===== src/rtl/pkt_arb_pkg.sv =====
// pkt_arb_pkg: shared state type, id type and default sizing for the packet port arbiter.
package pkt_arb_pkg;
    localparam int DEF_NUM_REQ     = 4;
    localparam int DEF_LEN_W       = 8;
    localparam int DEF_MAX_PAYLOAD = 255;
    typedef enum logic [1:0] {IDLE, XFER, ERR} arb_state_e;
    typedef logic [$clog2(DEF_NUM_REQ)-1:0] id_t;
endpackage


===== src/rtl/pkt_port_arbiter_rr_pick.sv =====
// rr_pick: combinational round-robin pick of the first set request at or after ptr.
module rr_pick
    import pkt_arb_pkg::*;
#(
    parameter int NUM_REQ = DEF_NUM_REQ,
    parameter int ID_W    = $clog2(NUM_REQ)
) (
    input  logic [NUM_REQ-1:0] req,
    input  logic [ID_W-1:0]    ptr,
    output logic [NUM_REQ-1:0] pick,
    output logic [ID_W-1:0]    pick_id
);
    // Scan from farthest to nearest so the nearest set request wins.
    always_comb begin
        pick_id = '0;
        for (int i = NUM_REQ - 1; i >= 0; i--) begin
            if (req[(int'(ptr) + i) % NUM_REQ]) pick_id = ID_W'((int'(ptr) + i) % NUM_REQ);
        end
        pick = '0;
        pick[pick_id] = |req;
    end
endmodule


===== src/rtl/pkt_port_arbiter.sv =====
// pkt_port_arbiter: packet-granular round-robin arbiter for one switch output port.
// Define PKT_ARB_WATCHDOG_EN to abort packets that stall for TIMEOUT_CYC cycles.
module pkt_port_arbiter
    import pkt_arb_pkg::*;
#(
    parameter int NUM_REQ     = DEF_NUM_REQ,
    parameter int LEN_W       = DEF_LEN_W,
    parameter int MAX_PAYLOAD = DEF_MAX_PAYLOAD
`ifdef PKT_ARB_WATCHDOG_EN
    , parameter int TIMEOUT_CYC = 64
`endif
) (
    input  logic                       clk,
    input  logic                       reset,
    input  logic [NUM_REQ-1:0]         req,
    input  logic [NUM_REQ*LEN_W-1:0]   len,
    input  logic [NUM_REQ-1:0]         src_valid,
    input  logic                       out_ready,
    output logic [NUM_REQ-1:0]         gnt,
    output logic [$clog2(NUM_REQ)-1:0] gnt_id,
    output logic                       busy,
    output logic                       xfer,
    output logic                       last,
    output logic                       len_err,
    output logic                       timeout
);
    localparam int ID_W = $clog2(NUM_REQ);

    arb_state_e         state, state_d;
    logic [NUM_REQ-1:0] pick;
    logic [ID_W-1:0]    pick_id, ptr, gnt_nxt;
    logic [LEN_W-1:0]   len_q, cnt, len_sel;
    logic               bad_len, abort, done;

    rr_pick #(.NUM_REQ(NUM_REQ), .ID_W(ID_W)) u_pick (
        .req(req),
        .ptr(ptr),
        .pick(pick),
        .pick_id(pick_id)
    );

    assign len_sel = len[pick_id*LEN_W +: LEN_W];
    assign bad_len = len_sel == '0 || {1'b0, len_sel} > (LEN_W+1)'(MAX_PAYLOAD);
    assign busy    = state != IDLE;
    assign xfer    = state == XFER && src_valid[gnt_id] && out_ready;
    assign last    = xfer && cnt == len_q - 1'b1;
    assign len_err = state == ERR;
    assign done    = last || abort || state == ERR;
    assign gnt_nxt = gnt_id == ID_W'(NUM_REQ - 1) ? '0 : gnt_id + 1'b1;

    always_ff @(posedge clk or negedge reset)
        if (!reset) state <= IDLE;
        else state <= state_d;

    always_comb begin
        state_d = state;
        case (state)
            IDLE:    if (|req) state_d = bad_len ? ERR : XFER;
            XFER:    if (last || abort) state_d = IDLE;
            default: state_d = IDLE;
        endcase
    end

    always_ff @(posedge clk or negedge reset) begin
        if (!reset) begin
            gnt    <= '0;
            gnt_id <= '0;
            ptr    <= '0;
            len_q  <= '0;
            cnt    <= '0;
        end else if (state == IDLE && |req) begin
            gnt    <= pick;
            gnt_id <= pick_id;
            len_q  <= len_sel;
            cnt    <= '0;
        end else if (done) begin
            gnt <= '0;
            ptr <= gnt_nxt;
        end else if (xfer) begin
            cnt <= cnt + 1'b1;
        end
    end

`ifdef PKT_ARB_WATCHDOG_EN
    localparam int ST_W = $clog2(TIMEOUT_CYC + 1);
    logic [ST_W-1:0] stall;
    // Abort on the TIMEOUT_CYC-th consecutive idle XFER cycle; timeout pulses as the grant drops.
    assign abort = state == XFER && !xfer && stall == ST_W'(TIMEOUT_CYC - 1);
    always_ff @(posedge clk or negedge reset) begin
        if (!reset) begin
            stall   <= '0;
            timeout <= 1'b0;
        end else begin
            stall   <= (state == XFER && !xfer && !abort) ? stall + 1'b1 : '0;
            timeout <= abort;
        end
    end
`else
    assign abort   = 1'b0;
    assign timeout = 1'b0;
`endif
endmodule

===== config.mk =====
export PLATFORM = sky130hd
export DESIGN_NAME = pkt_port_arbiter
export DESIGN_NICKNAME = d
export VERILOG_FILES = /design/src/rtl/pkt_arb_pkg.sv /design/src/rtl/pkt_port_arbiter_rr_pick.sv /design/src/rtl/pkt_port_arbiter.sv
export SDC_FILE = /design/constraint.sdc
export NUM_CORES = 1
export LEC_CHECK = 0
export BUFFER_PORTS_ARGS = -buffer_cell sky130_fd_sc_hd__buf_2
export CAP_MARGIN = 25
export CORE_ASPECT_RATIO = 1.25
export CORE_MARGIN = 3
export CORE_UTILIZATION = 50
export CTS_CLUSTER_SIZE = 30
export DETAILED_ROUTE_END_ITERATION = 10
export PLACE_DENSITY = 0.85
export SYNTH_ARGS = -nofsm -noshare
export SYNTH_HDL_FRONTEND = slang
export SYNTH_SLANG_ARGS = --single-unit

===== constraint.sdc =====
create_clock -name clk -period 2.76 [get_ports clk]
set_clock_uncertainty 0.15 [all_clocks]
set_input_delay 0.276 -clock clk [delete_from_list [all_inputs] [get_ports clk]]
set_output_delay 0.276 -clock clk [all_outputs]
set_load 0.01 [all_outputs]

Word-level counts from Yosys, hierarchy flattened. Cells that the tools add are included.

Output and inout bits: 11. Word-level logic and storage cells: 79. Register bits after elaboration: 26. Bits of input ports: 43.

Eq/ne operators: 7. Shift operators: 1. $add $sub $neg: 6. Bitwise operators: 5. Reductions and logical operators: 18. Mux-type cells: 29. Order comparisons: 7.

Operator list (number): $shiftx 32x6->8 (1); $mux 8 (3); $mux 2 (8); $lt 3x4->1 const B (3); $bmux 1 s2 (5); $lt 2x3->1 const B (3); $mux 1 (9); $add 8x1->8 const B (1); $eq 8x8->1 (1); $logic_not 8->1 (1); $mux 4 (2); $sub 8x1->8 const B (1); $reduce_and 2->1 (3); $reduce_bool 2->1 (3); $reduce_or 2->1 (3); $logic_and 1x1->1 (5); $add 2x1->2 const B (2); $add 2x2->2 const B (2); $and 4x4->4 (1); $eq 2x2->1 const B (2); $ne 2x2->1 const B (2); $pmux 2 s2 (1); $reduce_or 4->1 (1); $and 1x1->1 const A (3); 7 further kinds (7).

Depth between registers and ports, before layout. Gate-level depths: netlist of the first run.

Depth after elaboration: 16. Depth in mapped cells: 11. Mapped depth without buffers: 10.

Cells and area by module. Synthesis of the first run repeated with hierarchy kept, for this count alone.

Cells, all modules: 206. Area, all modules: 1920.6 µm².

By module, submodules not included: pkt_port_arbiter (times used 1, cells an instance 175, area an instance 1716.6 µm², sequential area each 650.6 µm²); rr_pick (times used 1, cells an instance 31, area an instance 203.9 µm², sequential area each 0.0 µm²).

Least setup slack after synthesis of the first run. Ideal clock, no wire load.

Path type: register -> register. From: register len_q[0]. To: register ptr[0]. Library setup time: 0.125 ns. Buffers on the path: 1. Path slack: 0.366 ns. Cell stages (with the launch flop): 10. Clock period less this slack: 2.394 ns. Arrival time: 2.119 ns. Required time: 2.485 ns. Path through: dfrtp_1 inv_1 ha_1 clkbuf_1 a31oi_1 nor4_2 nand4_2 nor2_4 nor2_4 mux2_4.

Word-level cells in the longest chain between the ends: 5.

RTL lines: from (decl) (RTL line pkt_port_arbiter.sv:32) `logic [LEN_W-1:0] len_q, cnt, len_sel;`; from (signal assigned) (RTL line pkt_port_arbiter.sv:74) `len_q <= len_sel;`; $sub 8x1->8 (RTL line pkt_port_arbiter.sv:46) `assign last = xfer && cnt == len_q - 1'b1;`; $eq 8x8->1 (RTL line pkt_port_arbiter.sv:46); $logic_and 1x1->1 (RTL line pkt_port_arbiter.sv:46); named net last (RTL line pkt_port_arbiter.sv:23) `output logic last,`; $logic_or 1x1->1 (RTL line pkt_port_arbiter.sv:48) `assign done = last || abort || state == ERR;`; $reduce_and 2->1 (no line); to (signal assigned) (RTL line pkt_port_arbiter.sv:78) `ptr <= gnt_nxt;`; to (decl) (RTL line pkt_port_arbiter.sv:31) `logic [ID_W-1:0] pick_id, ptr, gnt_nxt;`.

The timed path passes the listed nets, and every way through them passes these cells. A chain may end at the register's enable or synchronous reset.

Final worst setup path of the first run.
From: register len_q[0]. To: output last.

Word-level cells in the longest chain between the ends: 3.

RTL lines (RTL line): $sub 8x1->8 (pkt_port_arbiter.sv:46); $eq 8x8->1 (pkt_port_arbiter.sv:46); $logic_and 1x1->1 (pkt_port_arbiter.sv:46); to (decl) (pkt_port_arbiter.sv:23).

No other way between the ends.

==> Flow_metrics.wiki, run 1 <==
{| class="wikitable"
! Metric !! Value
|-
| Net count of the mapped netlist || 239
|-
| Maximum Capacitance Violations || 0
|-
| Average instance area after synthesis || 9.51 sq um
|-
| Worst path setup slack after routing || 0.165 ns
|-
| Slew @ Worst Pin || 0.587 ns
|-
| Share of synthesized registers carrying an async set or reset || 100%
|-
| Clock-pin slew on the worst setup and hold paths || 0.08 ns
|-
| Final layout net count || 290
|-
| Worst skew pair latency || 0.28 ns
|-
| Post-synth EDFFs || 0
|-
| Utilization of the core after routing || 62.7%
|-
| Post-detailed-route wirelength per cell || 15.1 um
|-
| Pre-Repair DR Iteration Count || 4
|-
| Row count || 24
|-
| Global-route wire length before repair || 6910 um
|-
| Launching element type of the critical path || register
|-
| Total placed instance area || 0.00212 sq mm
|-
| Initial antenna violation count || 0
|-
| CTS tree || yes
|-
| PostCTS Resize Cnt || 0
|-
| Die area || 0.00444 sq mm
|-
| Setup slack after placement || 0.314 ns
|-
| Maximum clock frequency || 385 MHz
|-
| Flops & latches, synth || 26
|-
| Via count of the routed design || 1603
|-
| Number of global-route vias before repair || 1553
|-
| Final count of negative-setup-slack endpoints || 0
|-
| Overall track demand over capacity in global routing || 20.5%
|-
| Worst slew margin relative to its limit || 60.9%
|-
| Leftover overflow at the end of global routing || 0
|-
| Count of antenna diodes in the layout || 0
|-
| Fin crit period || 2.59 ns
|-
| Critical path peak fanout || 6
|-
| Setup repair after global routing missed its margin || no
|-
| P per Cell Area || 931 mW/mm^2
|-
| Sinks on Clock Net || 26
|-
| DRT Wirelength || 4250 um
|-
| Highest ir drop seen on vdd || 597 uV
|-
| Post-route cell area || 0.00220 sq mm
|-
| Drt first-iter violations || 62
|-
| Setup TNS || 0 ns
|-
| Synthesized instance count || 193
|-
| Tightest Hold Check Type || input port to register
|-
| Port-buffer cells || 52
|-
| Maximum buffer depth of the clock tree || 2
|-
| # fillers || 273
|-
| Number of library cell types mapped by synthesis || 44
|-
| Number of top-level pins || 54
|-
| Standby leakage power || 1.10 nW
|-
| Routability Congestion || 0.835
|-
| Number of levels in the clock H-tree || 1
|-
| Sequential cell area fraction in the yosys report || 35.4%
|-
| HPWL after DPL || 3260 um
|-
| Remaining DRCs || 0
|-
| Synthesis-to-layout area growth || 20.1%
|-
| Yosys synthesis warning count || 0
|-
| Fraction of layout cells with a size suffix above 1 || 33.3%
|-
| Drt via density || 5.68
|-
| Root buffer cell || clkbuf_8
|-
| Horizontal die dimension || 60.2 um
|-
| Outcome || completed
|-
| Pin count of the biggest net entering global routing || 33
|-
| Post-Syn Area || 0.00184 sq mm
|-
| Post-route fraction of the period consumed by the critical path || 94.0%
|-
| Clock buffers created by TritonCTS || 3
|-
| Worst hold slack across all endpoints || 0.315 ns
|-
| Antenna viol nets, final || 0
|-
| Pins Over Slew Limit || 0
|-
| Initial Utilization || 52.2%
|-
| Required time at the endpoint of the critical path || 2.33 ns
|-
| Crit end category || primary output
|-
| Post-synth top flop || dfrtp_1
|-
| Core box area || 0.00351 sq mm
|-
| Arrival time of the worst setup path || 2.17 ns
|-
| Hold violation total from the final report || 0
|-
| Die Y || 73.7 um
|-
| Category of the critical setup timing path || register to primary output
|}
[logic make-up (layout without fill, tap and decap cells)]
group                    Yosys count  after routing  share of synthesized area, %
flip-flops                        26             26                          35.4
AO/OA/AOI/OAI                     31             31                          12.1
AND/OR/NAND/NOR                   73             73                          22.5
buffers and inverters             17             67                          4.02
XOR/XNOR                          15             15                          7.16
other                              1              1                         0.204
adder cells (fa/ha/maj)            3              3                          2.05
multiplexers                      27             27                          16.5
[cells in the final DEF, fill, tap and decap left out, types with 2 or more instances in the layout]
cell type,netlist,layout
a21oi_1,2,2
mux2_2,8,8
xnor2_1,10,10
or2_2,2,2
nand3b_1,2,2
nand2_1,18,18
buf_4,2,4
nor2_1,13,13
nor3_1,5,5
a21o_1,2,2
xor2_1,5,5
mux2_4,2,2
and2_1,2,2
nand4_1,9,9
inv_1,6,6
mux2i_1,16,16
clkbuf_8,0,3
a32o_1,3,3
buf_2,2,52
nand3_1,3,3
nor2b_1,2,2
nand2b_1,6,6
ha_1,3,3
nor4_1,2,2
dfrtp_1,26,26
nor2_4,2,2
o21ai_1,11,11
o21ai_0,6,6
[critical path, cell delays in order (launching register included)]
cell,delay [ns]
dfrtp_1,0.44
inv_1,0.06
ha_1,0.30
xnor2_1,0.15
nor4_2,0.28
buf_4,0.17
nand4_2,0.16
nor2_4,0.18
buf_2,0.16
[flip-flops by register name, summed over array words and instances, names as in the netlist]
signal,flops
gnt,4
gnt_id,2
cnt,8
ptr,2
state,2
len_q,8
[metrics by stage]
step                      std cells  total power [mW]
final                           282              2.05
after global routing            282              2.20
after CTS                       281              2.04
after detailed placement        276              1.72
after global placement          276              1.67
after floorplan                 193              1.46
[path summary, 6_finish.rpt]
| check | startpoint | endpoint | slack, ns | cells after the start |
|---|---|---|---|---|
| setup / recovery | len_q[0] | last | 0.17 | 8 |
| hold / removal | len[25] | len_q[1] | 0.32 | 4 |
| setup reg to reg | len_q[2] | cnt[7] | 0.37 | 8 |
| hold reg to reg | len_q[7] | len_q[7] | 0.37 | 2 |
| max in group asynchronous | reset | len_q[6] | 1.69 | 2 |
| min in group asynchronous | reset | gnt_id[1] | 0.37 | 2 |
[layout make-up]
class                   count  area, sq um  area share (%)
clock buffers               3         41.3            1.87
clock inverters             1         30.0            1.36
inverters                   6         22.5            1.02
multi-input cells         150         1110            50.4
flip-flops and latches     26          651            29.5
well taps                  39         48.8            2.21
repair buffers             57          300            13.6
[synthesized netlist by cell type (3+ instances only)]
| cell | count | share of area [%] |
|---|---|---|
| nand3_1 | 3 | 0.82 |
| nand2_1 | 18 | 3.7 |
| nor3_1 | 5 | 1.4 |
| o21ai_0 | 6 | 1.6 |
| nor2_1 | 13 | 2.7 |
| dfrtp_1 | 26 | 35 |
| o21ai_1 | 11 | 3.0 |
| mux2_2 | 8 | 4.9 |
| nand2b_1 | 6 | 2.0 |
| xor2_1 | 5 | 2.4 |
| a32o_1 | 3 | 1.6 |
| mux2i_1 | 16 | 8.7 |
| nand4_1 | 9 | 3.1 |
| ha_1 | 3 | 2.0 |
| inv_1 | 6 | 1.2 |
| clkbuf_1 | 7 | 1.4 |
| xnor2_1 | 10 | 4.8 |
[routing by layer]
| metal | share of wire, % | GRT usage, % |
|---|---|---|
| met1 | 41 | 26.5 |
| met2 | 54 | 35.2 |
| met3 | 3.3 | 1.76 |
| met4 | 1.5 | 7.39 |
| met5 | 0 | 0 |
[timing repair]
item / in CTS / in global routing
hold endpoints to repair: 26 / 0
setup buffers: 0 / 1
hold buffers: 1 / 0
setup endpoints to repair: 0 / 1
[report_power, final]
group | switching, mW | leakage, nW | internal [mW]
Clock | 0.127 | 0.0357 | 0.194
Sequential | 0.209 | 0.331 | 0.526
Combinational | 0.528 | 0.733 | 0.469
Total | 0.864 | 1.10 | 1.19
No activity file was read; power rests on OpenSTA's default activity.
==> inputs of run 2 (changes only) <==
CELL_PAD_IN_SITES_DETAIL_PLACEMENT = 0   (was unset)
CELL_PAD_IN_SITES_GLOBAL_PLACEMENT = 2   (was unset)
CORE_UTILIZATION = 31   (was 50)
PLACE_DENSITY = 0.87   (was 0.85)
==> Flow_metrics.wiki, run 2 (synthesis results as in run 1) <==
{| class="wikitable"
! Metric !! Value
|-
| Outcome || completed
|-
| Required time at the endpoint of the critical path || 2.33 ns
|-
| Critical path peak fanout || 6
|-
| Maximum clock frequency || 380 MHz
|-
| Biggest registers after layout || cnt x8, len_q x8, gnt x4
|-
| Setup repair after global routing missed its margin || no
|-
| Die area || 0.00689 sq mm
|-
| Synthesis-to-layout area growth || 21.9%
|-
| Standby leakage power || 1.09 nW
|-
| Worst path setup slack after routing || 0.131 ns
|-
| Most common cell after layout, fill and taps aside || buf_2
|-
| Core box area || 0.00559 sq mm
|-
| Layout Cells excl Fill || 305
|-
| Maximum Capacitance Violations || 0
|-
| Post-route fraction of the period consumed by the critical path || 95.3%
|-
| R2R Setup Slk || 0.33 ns
|-
| Drt first-iter violations || 80
|-
| Leftover overflow at the end of global routing || 0
|-
| P per Cell Area || 905 mW/mm^2
|-
| Cells along the critical path || inv_1, ha_2, xnor2_1, nor4_2, nand4_2, nor2_4, buf_2
|-
| Source of the worst hold timing path || len[20]
|-
| Post-detailed-route wirelength per cell || 13.6 um
|-
| Crit path max-delay family || simple AND/OR/NAND/NOR gates
|-
| Initial antenna violation count || 0
|-
| Worst skew pair latency || 0.27 ns
|-
| Number of global-route vias before repair || 1585
|-
| Die Y || 92.0 um
|-
| DRT Wirelength || 4150 um
|-
| Count of cells along the worst hold path || 4
|-
| HPWL after DPL || 3310 um
|-
| Clock-pin slew on the worst setup and hold paths || 0.10 ns
|-
| Row count || 30
|-
| Final count of negative-setup-slack endpoints || 0
|-
| Worst Hold End || len_q[4]
|-
| Number of top-level pins || 54
|-
| Tightest Hold Check Type || input port to register
|-
| Port-buffer cells || 52
|-
| Launching element type of the critical path || register
|-
| R2r worst-path depth || 8
|-
| Count of antenna diodes in the layout || 0
|-
| Routability Congestion || 0.815
|-
| Worst slew margin relative to its limit || 59.2%
|-
| Pre-Repair DR Iteration Count || 4
|-
| Worst R2R End || ptr[1]
|-
| Fraction of layout cells with a size suffix above 1 || 33.6%
|-
| # placed instances || 300
|-
| Via count of the routed design || 1512
|-
| Hold violation total from the final report || 0
|-
| CTS tree || yes
|-
| Pin count of the biggest net entering global routing || 33
|-
| Overall track demand over capacity in global routing || 13.2%
|-
| Slowest stage delay, CP || 0.46 ns
|-
| Initial Utilization || 32.8%
|-
| Category of the critical setup timing path || register to primary output
|-
| Clock buffers created by TritonCTS || 3
|-
| Number of levels in the clock H-tree || 1
|-
| Remaining DRCs || 0
|-
| Root buffer cell || clkbuf_8
|-
| Arrival time of the worst setup path || 2.20 ns
|-
| Horizontal die dimension || 74.8 um
|-
| Utilization of the core after routing || 40.0%
|-
| Pins Over Slew Limit || 0
|-
| Leading cell types in the layout, fill and taps excluded || 52 x buf_2, 25 x dfrtp_1, 18 x nand2_1
|-
| Highest ir drop seen on vdd || 263 uV
|-
| Setup TNS || 0 ns
|-
| Worst R2R Start || len_q[2]
|-
| Setup slack after placement || 0.312 ns
|-
| Final layout net count || 288
|-
| Antenna viol nets, final || 0
|-
| Drt via density || 4.96
|-
| Global-route wire length before repair || 7340 um
|-
| Sinks on Clock Net || 26
|-
| Slew @ Worst Pin || 0.612 ns
|-
| Buffering stage count on the worst path with inverters included || 2
|-
| Maximum buffer depth of the clock tree || 2
|-
| Fin crit period || 2.63 ns
|-
| Slowest cell on the critical path || dfrtp_2
|-
| Crit end category || primary output
|-
| # fillers || 566
|}
-- run 2: changes by cell type in the layout (fill, tap and decap cells not counted) --
cell / change
dfrtp_2: +1
buf_4: -3
ha_2: +1
ha_1: -1
buf_12: +1
dfrtp_1: -1
-- run 2: worst max-delay path by stage --
stage / start / endpoint / depth (start not counted)
after floorplan: len_q[0] / ptr[0] / 9
after global placement: len_q[0] / ptr[0] / 8
after detailed placement: len_q[0] / ptr[1] / 8
after CTS: len_q[0] / last / 7
after global routing: len_q[2] / last / 7
final: len_q[0] / last / 7
-- run 2: tightest hold or removal path, cell delays in order --
cell and delay (ns):
buf_2 0.09, mux2i_1 0.10, mux2_2 0.17, o21ai_1 0.05
-- run 2: power breakdown --
part	internal [mW]	switching, mW	total (mW)
clock network	0.194	0.124	0.318
registers	0.527	0.197	0.724
logic	0.465	0.518	0.983
total	1.19	0.839	2.03
-- run 2: layout make-up --
type	instances	area (sq um)	share of cell area [%]
clock buffers	3	41.3	1.85
clock inverters	1	30.0	1.34
inverters	6	22.5	1.01
multi-input cells	150	1110	49.8
flip-flops and latches	26	652	29.1
well taps	64	80.1	3.58
repair buffers	55	298	13.3
-- run 2: stage by stage --
stage / instance area, sq um / power [mW] / hold WS [ns]
detailed placement: 2150 / 1.72 / 0.179
floorplan: 1840 / 1.46 / -0.170
global placement: 2150 / 1.70 / 0.170
global route: 2240 / 2.20 / 0.335
CTS: 2230 / 2.05 / 0.306
finish: 2240 / 2.03 / 0.306
-- run 2: metal layers --
layer	vias up	GRT usage (%)	part of all wire, %
li1	783	-	-
met1	700	17.7	44
met2	27	21.9	52
met3	2	1.64	2.8
met4	0	3.56	0.77
met5	-	0	0
-- run 2: what timing repair did --
action | CTS | global route
setup endpoints to repair | 0 | 1
hold endpoints to repair | 26 | 0
setup buffers | 0 | 0
gates resized for setup | 0 | 2
hold buffers | 1 | 0
==> inputs of run 3 (changes only) <==
MAX_ROUTING_LAYER = met4   (was unset)
==> Flow_metrics.wiki, run 3 (synthesis results as in run 1) <==
{| class="wikitable"
! Metric !! Value
|-
| Post-detailed-route wirelength per cell || 13.6 um
|-
| Required time at the endpoint of the critical path || 2.33 ns
|-
| Worst skew pair latency || 0.27 ns
|-
| Hold violation total from the final report || 0
|-
| Sinks on Clock Net || 26
|-
| Crit path max-delay family || simple AND/OR/NAND/NOR gates
|-
| Highest ir drop seen on vdd || 263 uV
|-
| Root buffer cell || clkbuf_8
|-
| Worst R2R Start || len_q[2]
|-
| Post-route fraction of the period consumed by the critical path || 95.3%
|-
| # fillers || 566
|-
| Standby leakage power || 1.09 nW
|-
| DRT Wirelength || 4160 um
|-
| Number of levels in the clock H-tree || 1
|-
| Worst hold slack across all endpoints || 0.306 ns
|-
| Count of antenna diodes in the layout || 0
|-
| Initial Utilization || 32.8%
|-
| Launching element type of the critical path || register
|-
| Maximum buffer depth of the clock tree || 2
|-
| Global-route wire length before repair || 7350 um
|-
| Slew @ Worst Pin || 0.612 ns
|-
| Initial antenna violation count || 0
|-
| Sequential standard cell area || 652 sq um
|-
| Cells along the critical path || inv_1, ha_2, xnor2_1, nor4_2, nand4_2, nor2_4, buf_2
|-
| Critical path peak fanout || 6
|-
| Buffering stage count on the worst path with inverters included || 2
|-
| Clock buffers created by TritonCTS || 3
|-
| Worst path setup slack after routing || 0.131 ns
|-
| Via count of the routed design || 1524
|-
| Worst slew margin relative to its limit || 59.2%
|-
| Category of the critical setup timing path || register to primary output
|-
| Biggest registers after layout || cnt x8, len_q x8, gnt x4
|-
| Maximum clock frequency || 380 MHz
|-
| Final layout net count || 288
|-
| Die area || 0.00689 sq mm
|-
| Routability Congestion || 0.828
|-
| Clock-pin slew on the worst setup and hold paths || 0.10 ns
|-
| Die Y || 92.0 um
|-
| Synthesis-to-layout area growth || 21.9%
|-
| Fin crit period || 2.63 ns
|-
| Setup repair after global routing missed its margin || no
|-
| Tightest Hold Check Type || input port to register
|-
| Port-buffer cells || 52
|-
| Area of combinational cells with multiple inputs || 0.00111 sq mm
|-
| HPWL after DPL || 3310 um
|-
| Outcome || completed
|-
| Antenna viol nets, final || 0
|-
| Final count of negative-setup-slack endpoints || 0
|-
| Maximum Capacitance Violations || 0
|-
| Most common cell after layout, fill and taps aside || buf_2
|-
| Crit end category || primary output
|-
| Number of top-level pins || 54
|-
| Start point of the critical path || len_q[0]
|-
| Row count || 30
|-
| Core box area || 0.00559 sq mm
|-
| Leading cell types in the layout, fill and taps excluded || 52 x buf_2, 25 x dfrtp_1, 18 x nand2_1
|-
| Remaining DRCs || 0
|-
| Pin count of the biggest net entering global routing || 33
|-
| Drt first-iter violations || 77
|-
| CTS tree || yes
|-
| Setup slack after placement || 0.312 ns
|-
| Number of global-route vias before repair || 1585
|-
| Total setup buffers inserted after CTS || 0
|-
| Leftover overflow at the end of global routing || 0
|-
| Pins Over Slew Limit || 0
|-
| Source of the worst hold timing path || len[27]
|-
| Setup TNS || 0 ns
|-
| P per Cell Area || 906 mW/mm^2
|-
| Slowest cell on the critical path || dfrtp_2
|-
| Overall track demand over capacity in global routing || 13.6%
|-
| Drt via density || 5.00
|-
| Fraction of layout cells with a size suffix above 1 || 33.6%
|-
| Pre-Repair DR Iteration Count || 4
|-
| Arrival time of the worst setup path || 2.20 ns
|-
| Slowest stage delay, CP || 0.46 ns
|-
| Horizontal die dimension || 74.8 um
|}
-- run 3: cell counts in the layout (fill, tap and decap cells not counted) --
Identical to the previous run, type by type.
-- run 3: what timing repair did --
action / CTS / global route
hold buffers: 1 / 0
endpoints found under the setup margin: 0 / 1
hold endpoints to repair: 26 / 0
gates resized for setup: 0 / 2
-- run 3: per-layer routing --
metal  share of wire [%]  routed length, um  vias up  GRT usage [%]
met5                   0                  0        -              -
met4                0.79                 33        0           3.56
met3                 3.2                135        2           1.64
met2                  52               2170       38           22.0
met1                  44               1820      699           17.7
li1                    -                  -      785              -
-- run 3: power breakdown --
part           switching [mW]  total, mW  leakage (nW)  internal [mW]
sequential              0.198      0.725         0.330          0.527
combinational           0.519      0.984         0.724          0.466
clock                   0.124      0.318        0.0357          0.194
total                   0.841       2.03          1.09           1.19
-- run 3: path summary, 6_finish.rpt --
check | to | slack, ns | cells after the start
setup / recovery | last | 0.13 | 7
hold / removal | len_q[3] | 0.31 | 4
setup reg to reg | ptr[1] | 0.33 | 8
hold reg to reg | len_q[7] | 0.36 | 2
max in group asynchronous | len_q[0] | 1.63 | 2
min in group asynchronous | len_q[6] | 0.39 | 2
-- run 3: area by class of cell --
type	count	share of cell area [%]
Multi-Input combinational cell	150	49.8
Sequential cell	26	29.1
Timing Repair Buffer	55	13.3
Tap cell	64	3.58
Clock buffer	3	1.85
Clock inverter	1	1.34
Inverter	6	1.01
-- run 3: worst min-delay path, cell delays in order --
cell,delay [ns]
buf_2,0.09
mux2i_1,0.10
mux2_2,0.18
o21ai_1,0.05
-- run 3: per-stage QoR --
stage          cell area, sq um  std cells  power [mW]  util [%]
6_report                   2240        305        2.03      40.0
5_1_grt                    2240        305        2.20      40.0
4_1_cts                    2230        305        2.05      39.9
3_5_place_dp               2150        300        1.72      38.5
3_3_place_gp               2150        300        1.70      38.5
2_1_floorplan              1840        193        1.46         -
